## config.mk

```make
export PLATFORM = sky130hd
export DESIGN_NAME = reg_bank_param
export DESIGN_NICKNAME = d
export VERILOG_FILES = /design/src/rtl/reg_bank_pkg.sv /design/src/rtl/reg_bank_cell.sv /design/src/rtl/reg_bank_param.sv
export SDC_FILE = /design/constraint.sdc
export NUM_CORES = 1
export LEC_CHECK = 0
export CORE_AREA = 10 10 239 241
export CTS_BUF_LIST = sky130_fd_sc_hd__clkbuf_8 sky130_fd_sc_hd__clkbuf_16
export DETAILED_ROUTE_END_ITERATION = 10
export DIE_AREA = 0 0 249 251
export PLACE_DENSITY = 0.54
export SLEW_MARGIN = 20
export SYNTH_ARGS = -nofsm -noshare
export SYNTH_HDL_FRONTEND = slang
export SYNTH_HIERARCHICAL = 1
export SYNTH_SLANG_ARGS = --single-unit
```

## constraint.sdc

```tcl
create_clock -name clk -period 3.2 [get_ports clk]
set_input_delay 0.96 -clock clk [delete_from_list [all_inputs] [get_ports clk]]
set_output_delay 0.96 -clock clk [all_outputs]
set_load 0.1 [all_outputs]
```

## src/rtl/reg_bank_pkg.sv

```systemverilog
// Shared types and helpers for the parametrised register bank.
//   mode_t  : per-register access mode codes (3 bits, packed into REG_MODE)
//   state_t : bus handshake FSM state
//   byte_lane / mode_rd_err / mode_wr_err : small decode helpers
package reg_bank_pkg;

  typedef enum logic [2:0] {
    MODE_NONE = 3'd0,
    MODE_RO   = 3'd1,
    MODE_RW   = 3'd2,
    MODE_RWE  = 3'd3,
    MODE_WO   = 3'd4,
    MODE_W1C  = 3'd5,
    MODE_RC   = 3'd6
  } mode_t;

  typedef enum logic [0:0] {
    S_IDLE = 1'b0,
    S_ACK  = 1'b1
  } state_t;

  // Expands one byte-enable bit into an 8-bit lane mask.
  function automatic logic [7:0] byte_lane(input logic b);
    return {8{b}};
  endfunction

  // A read of this mode is answered with err=1.
  function automatic logic mode_rd_err(input mode_t m);
    return (m == MODE_NONE) || (m == MODE_WO);
  endfunction

  // A write to this mode is answered with err=1.
  function automatic logic mode_wr_err(input mode_t m);
    return (m == MODE_NONE) || (m == MODE_RO);
  endfunction

endpackage

```

## src/rtl/reg_bank_cell.sv

```systemverilog
// One DW-bit register whose behaviour is fixed by the MODE parameter.
// Ports:
//   clk, rstb        : clock, synchronous active-low reset
//   bus_wr / bus_rd  : one-cycle strobes for an accepted bus write / read
//   wmask, wdata     : byte-expanded write mask and write data
//   hw_we, hw_data   : hardware load (RWE) / live value (RO)
//   hw_set           : per-bit event set (W1C/RC)
//   q                : value presented to the fabric
//   rd_val           : value a bus read of this register returns
//   evt              : sticky event bits feeding the irq summary
module reg_bank_cell
  import reg_bank_pkg::*;
#(
  parameter int              DW        = 16,
  parameter mode_t           MODE      = MODE_RW,
  parameter logic [DW-1:0]   RESET_VAL = '0
) (
  input  logic          clk,
  input  logic          rstb,
  input  logic          bus_wr,
  input  logic          bus_rd,
  input  logic [DW-1:0] wmask,
  input  logic [DW-1:0] wdata,
  input  logic          hw_we,
  input  logic [DW-1:0] hw_data,
  input  logic [DW-1:0] hw_set,
  output logic [DW-1:0] q,
  output logic [DW-1:0] rd_val,
  output logic [DW-1:0] evt
);

  logic [DW-1:0] r;

  always_ff @(posedge clk) begin
    if (!rstb) begin
      case (MODE)
        MODE_RW, MODE_RWE, MODE_WO: r <= RESET_VAL;
        default:                    r <= '0;
      endcase
    end else begin
      case (MODE)
        MODE_RW, MODE_WO: begin
          if (bus_wr) r <= (r & ~wmask) | (wdata & wmask);
        end
        MODE_RWE: begin
          // Hardware load takes the whole word over a same-cycle bus write.
          if (hw_we)       r <= hw_data;
          else if (bus_wr) r <= (r & ~wmask) | (wdata & wmask);
        end
        MODE_W1C: begin
          // Set is OR-ed in after the clear, so a same-cycle set survives.
          r <= (r & ~(bus_wr ? (wdata & wmask) : '0)) | hw_set;
        end
        MODE_RC: begin
          r <= (bus_rd ? '0 : r) | hw_set;
        end
        default: r <= '0;
      endcase
    end
  end

  always_comb begin
    q      = '0;
    rd_val = '0;
    evt    = '0;
    case (MODE)
      MODE_RO:            rd_val = hw_data;
      MODE_RW, MODE_RWE: begin q = r; rd_val = r; end
      MODE_WO:            q = r;
      MODE_W1C, MODE_RC: begin q = r; rd_val = r; evt = r; end
      default: ;
    endcase
  end

endmodule

```

## src/rtl/reg_bank_param.sv

```systemverilog
// Parametrised control/status register bank with an addressed req/ack bus.
// Handshake: the master raises req with we/addr/wdata/be stable and holds it
// until ack. In S_IDLE a sampled req performs the access and moves to S_ACK;
// S_ACK drives ack=1 (with registered rdata/err) for exactly one cycle and
// returns to S_IDLE. rdata/err read as 0 whenever ack=0.
// Ports:
//   clk, rstb                 : clock, synchronous active-low reset
//   req, we, addr, wdata, be  : bus request
//   rdata, ack, err           : bus response
//   hw_we, hw_data, hw_set    : hardware-side inputs, one slice per register
//   q                         : register contents to the fabric
//   irq                       : registered OR of all W1C/RC bits
//   state_dbg                 : current handshake FSM state
module reg_bank_param
  import reg_bank_pkg::*;
#(
  parameter int                  NREGS     = 12,
  parameter int                  DW        = 16,
  parameter int                  AW        = 6,
  parameter logic [NREGS*3-1:0]  REG_MODE  = {NREGS{3'(MODE_RW)}},
  parameter logic [NREGS*DW-1:0] RESET_VAL = '0
) (
  input  logic                clk,
  input  logic                rstb,
  input  logic                req,
  input  logic                we,
  input  logic [AW-1:0]       addr,
  input  logic [DW-1:0]       wdata,
  input  logic [DW/8-1:0]     be,
  output logic [DW-1:0]       rdata,
  output logic                ack,
  output logic                err,
  input  logic [NREGS-1:0]    hw_we,
  input  logic [NREGS*DW-1:0] hw_data,
  input  logic [NREGS*DW-1:0] hw_set,
  output logic [NREGS*DW-1:0] q,
  output logic                irq,
  output state_t              state_dbg
);

  state_t             state;
  logic               accept;
  logic [DW-1:0]      wmask;
  logic [NREGS-1:0]   bus_wr;
  logic [NREGS-1:0]   bus_rd;
  logic [DW-1:0]      cell_rd  [NREGS];
  logic [DW-1:0]      cell_evt [NREGS];
  logic               in_range;
  mode_t              sel_mode;
  logic [DW-1:0]      sel_rd;
  logic               acc_err;
  logic               evt_any;

  assign accept    = (state == S_IDLE) && req;
  assign state_dbg = state;

  always_comb begin
    wmask = '0;
    for (int i = 0; i < DW/8; i++) wmask[i*8 +: 8] = byte_lane(be[i]);
  end

  // Address decode: an address with no matching register selects nothing,
  // so it produces no strobes and reads back as MODE_NONE / zero.
  always_comb begin
    bus_wr   = '0;
    bus_rd   = '0;
    in_range = 1'b0;
    sel_mode = MODE_NONE;
    sel_rd   = '0;
    for (int i = 0; i < NREGS; i++) begin
      if (addr == AW'(i)) begin
        in_range  = 1'b1;
        sel_mode  = mode_t'(REG_MODE[i*3 +: 3]);
        sel_rd    = cell_rd[i];
        bus_wr[i] = accept && we;
        bus_rd[i] = accept && !we;
      end
    end
  end

  assign acc_err = !in_range || (we ? mode_wr_err(sel_mode) : mode_rd_err(sel_mode));

  always_comb begin
    evt_any = 1'b0;
    for (int i = 0; i < NREGS; i++) evt_any = evt_any | (|cell_evt[i]);
  end

  for (genvar g = 0; g < NREGS; g++) begin : g_cell
    reg_bank_cell #(
      .DW        (DW),
      .MODE      (mode_t'(REG_MODE[g*3 +: 3])),
      .RESET_VAL (RESET_VAL[g*DW +: DW])
    ) u_cell (
      .clk     (clk),
      .rstb    (rstb),
      .bus_wr  (bus_wr[g]),
      .bus_rd  (bus_rd[g]),
      .wmask   (wmask),
      .wdata   (wdata),
      .hw_we   (hw_we[g]),
      .hw_data (hw_data[g*DW +: DW]),
      .hw_set  (hw_set[g*DW +: DW]),
      .q       (q[g*DW +: DW]),
      .rd_val  (cell_rd[g]),
      .evt     (cell_evt[g])
    );
  end

  always_ff @(posedge clk) begin
    if (!rstb) begin
      state <= S_IDLE;
      ack   <= 1'b0;
      err   <= 1'b0;
      rdata <= '0;
      irq   <= 1'b0;
    end else begin
      irq <= evt_any;
      case (state)
        S_IDLE: begin
          if (req) begin
            state <= S_ACK;
            ack   <= 1'b1;
            err   <= acc_err;
            rdata <= we ? '0 : sel_rd;
          end
        end
        S_ACK: begin
          state <= S_IDLE;
          ack   <= 1'b0;
          err   <= 1'b0;
          rdata <= '0;
        end
        default: state <= S_IDLE;
      endcase
    end
  end

endmodule

```

* After elaboration in Yosys (flattened, before gate mapping)
Index checks and enable logic that the tools add are counted.
Word-level totals: bits in registers 211, output and inout bits 212, input port bits 424, logic and storage cells 123
Cells by class: equality and inequality tests 14, bitwise gates (word level) 27, reduce and logical (&&, ||, !) cells 8, multiplexer cells 58
Operators by type and width (count):
- 16-bit two-way mux | 14
- 16-bit bitwise AND | 13
- 16-bit bitwise OR | 12
- 3-bit two-way mux | 11
- 16-bit one-hot mux with 2 select lines | 1
- 1-bit two-way mux | 28
- 6-bit by 3-bit equality test with 1-bit output (second input constant) | 4
- 6-bit by 4-bit equality test with 1-bit output (second input constant) | 4
- 16-bit inverter | 1
- 6-bit by 2-bit equality test with 1-bit output (second input constant) | 2
- 6-bit by 1-bit equality test with 1-bit output (second input constant) | 1
- 6-bit logical NOT | 1
- 1-bit one-hot mux with 2 select lines | 3
- 3-bit by 1-bit equality test with 1-bit output (second input constant) | 1
- 3-bit equality test (second input constant) | 1
- 3-bit logical NOT | 1
- 1-bit logical OR | 3
- 1-bit logical AND | 2
- 2-bit two-way mux | 1
- 2-bit inequality test (second input constant) | 1
- 1-bit logical NOT | 1
- 1-bit inverter | 1

* Logic depth before layout (Yosys ltp)
word-level depth 19, mapped depth 10, mapped depth without buffers 6

* Cells and area by module
Netlist, hierarchy kept.
Modules (own cells, without submodules):
- reg_bank_cell | cells each 118, area an instance 994.7 um2, seq. area each 320.3 um2, instances 12
- reg_bank_param | cells each 430, area an instance 3179.3 um2, seq. area each 400.4 um2, instances 1

* Worst setup path before layout
No wires, ideal clock.
path kind input port to flip-flop, start point input port addr[4], end point register with a tool-made name, path slack 0.665 ns, library setup time 0.122 ns, arrival time 2.413 ns, data required time 3.078 ns, path buffers 4, cell stages on the path 9, cells stage by stage buf_4 nor4b_2 clkbuf_1 nand2_1 nor2_1 buf_6 buf_12 nand2_2 mux2i_1
RTL lines:
- from (decl) | RTL line reg_bank_param.sv:27 | input logic [AW-1:0] addr,

* Final worst setup path
start point input port addr[5], end point register rdata[11]
Between the ends: cells in the longest elaborated chain, start to end 16, elaborated cells on any way between the ends 27, those cells by class eq/ne (11); mux (15); reduce/logical (1)
Ends and longest elaborated chain:
- 6-bit logical NOT | RTL line reg_bank_param.sv:71 | if (addr == AW'(i)) begin
- 16-bit two-way mux (11 in series) | RTL line reg_bank_param.sv:71
- 16-bit two-way mux * | RTL line reg_bank_param.sv:71
- 16-bit two-way mux * | RTL line reg_bank_param.sv:124 | rdata <= we ? '0 : sel_rd;
- 16-bit two-way mux * | RTL line reg_bank_param.sv:120 | if (req) begin
- 16-bit one-hot mux with 2 select lines * | RTL line reg_bank_param.sv:118 | case (state)
- to (signal assigned) | RTL line reg_bank_param.sv:124
- to (decl) | RTL line reg_bank_param.sv:30 | output logic [DW-1:0] rdata,
Every way passes the cells marked *; elsewhere a longest branch is shown, timed or not. The select of a mux whose other input is x is not followed. A chain may end at the register's enable or synchronous reset.

==> results.yml <==
setup_path:
  crit_slowest_cell: "a2111oi_0"
  path_cells: "clkdlybuf4s50_1 -> buf_4 -> nor4b_4 -> a22o_1 -> a22oi_1 -> a2111oi_0 -> a311o_1"
  required_ns: 3.68
  path_class: "input pin to flop"
  worst-path-max-fanout: 8
  startpoint_type: "input pin"
  max_stage_delay_ns: 0.72
  critPathCaptureType: "flop"
  r2r_slack_ns: 1.28
  crit_arrival_ns: 3.19
die:
  coreArea_um2: 52200
  dieArea_um2: 62500
  pin_count: 636
  std_cell_rows: 84
  die_h_um: 251
  die_x_um: 249
  start_util_pct: 28.8
final_layout:
  nets: 2306
  final_common_cell: "nand2_1"
  drive_gt1_share_pct: 26.4
  final_util_pct: 31.2
  stdcell_area_um2: 16300
  num_antenna_cells: 0
  final_cell_mix: "nand2_1 (490), buf_4 (276), dfxtp_1 (212), mux2i_1 (202), conb_1 (192)"
  area_delta_synth_final_pct: 8.11
timing:
  period_minus_slack_ns: 2.71
  finalClockSkew_ns: 0.0102
  hold_viol: 0
  setup_slack_ns: 0.495
  worst_pin_slew_ns: 0.948
  rsz0062_at_grt: "false"
  relSlewSlack_pct: 36.8
  setup_viol: 0
  whs_ns: 0.476
  drv_slew: 0
  clock.fmax_ghz: 0.370
  period_share_pct: 84.5
  tns_ns: 0
power:
  vdd_drop_max_mv: 0.306
  leakagePower_uw: 0.00786
  power.density_nw_per_um2: 379
clocking:
  cts_buffer_depth: 3
  h-tree-depth: 1
  clk_latency_ns: 0.55
  cts_resized: 0
  numCtsBuffers: 25
  clock-sinks: 212
  clock-root-buffer: "clkbuf_16"
  cts_tree: "done"
  hold_buffers: 0
  post_cts_buffers: 0
  cts.clk_slew.worst_paths_ns: 0.06
synth:
  synth_area_um2: 15100
  ys_warn_count: 6
  avgSynthCellArea_um2: 8.22
  netlist_instances: 1833
placed_design:
  place_area_um2: 15500
  dp_slack_ns: 0.0387
  dpl.hpwl_um: 39800
  portBuffers: 239
  place_congestion: 0.924
detailed_routing:
  via_count: 11900
  route.detailed.drc: 0
  drt_first_pass_iters: 5
  ant_nets: 0
  wl_um: 53200
  routedWlPerCell_um: 20.6
  first_iter_violations: 927
  via_per_inst: 4.60
global_routing:
  grt_use_met2_pct: 24.4
  grtUsageMet1_pct: 21.2
  antenna_found_initial: 1
  grt_pass1_vias: 11500
  grt_overflow: 0
  grt_pass1_wl_um: 77500
  busiest_layer: "met2"
  gr-usage-met3_pct: 5.72
  grt_use_total_pct: 16.1
  grt_max_degree: 205
job:
  max-cap-violations: 0
run_status:
  outcome: "finished, final reports clean"
min_path:
  hold_class: "flop to flop"
-- final timing paths --
check | from | to | cells past startpoint
min | flop | flop | 2
min reg2reg | flop | flop | 2
max | addr[5] | rdata[11] | 7
max reg2reg | flop | rdata[14] | 5
-- metrics by stage --
| stage | cells | total power [uW] |
|---|---|---|
| 2_1_floorplan | 2013 | 3250 |
| 3_3_place_gp | 2543 | 3350 |
| 3_5_place_dp | 2543 | 3360 |
| 4_1_cts | 2586 | 6200 |
| 5_1_grt | 2586 | 6360 |
| 6_report | 2586 | 6170 |
-- cell type report --
cell class / count / area [um^2]
Fill cell: 5526 / 35900
Clock buffer: 32 / 722
Timing Repair Buffer: 320 / 2700
Multi-Input combinational cell: 1314 / 7650
Tap cell: 688 / 861
Clock inverter: 11 / 83.8
Inverter: 9 / 33.8
Sequential cell: 212 / 4240
-- critical path: cells and delay by family --
kind | cells | cell delay (ns)
AOI/OAI and AO/OA | 4 | 1.23
buffers and inverters | 2 | 0.60
and+or+nand+nor | 1 | 0.39
-- power by group --
part	switching (uW)	leakage (uW)	internal, uW	total [uW]
Clock	1210	0.000416	1660	2860
Combinational	477	0.00574	182	659
Sequential	6.75	0.00171	2650	2650
-- per-layer routing --
layer | part of all wire [%] | up-vias
met5 | 0.024 | -
met4 | 2.8 | 2
met3 | 10 | 68
met2 | 43 | 444
met1 | 44 | 5738
li1 | - | 5631
Note: power is estimated with default switching activity, not from simulation.
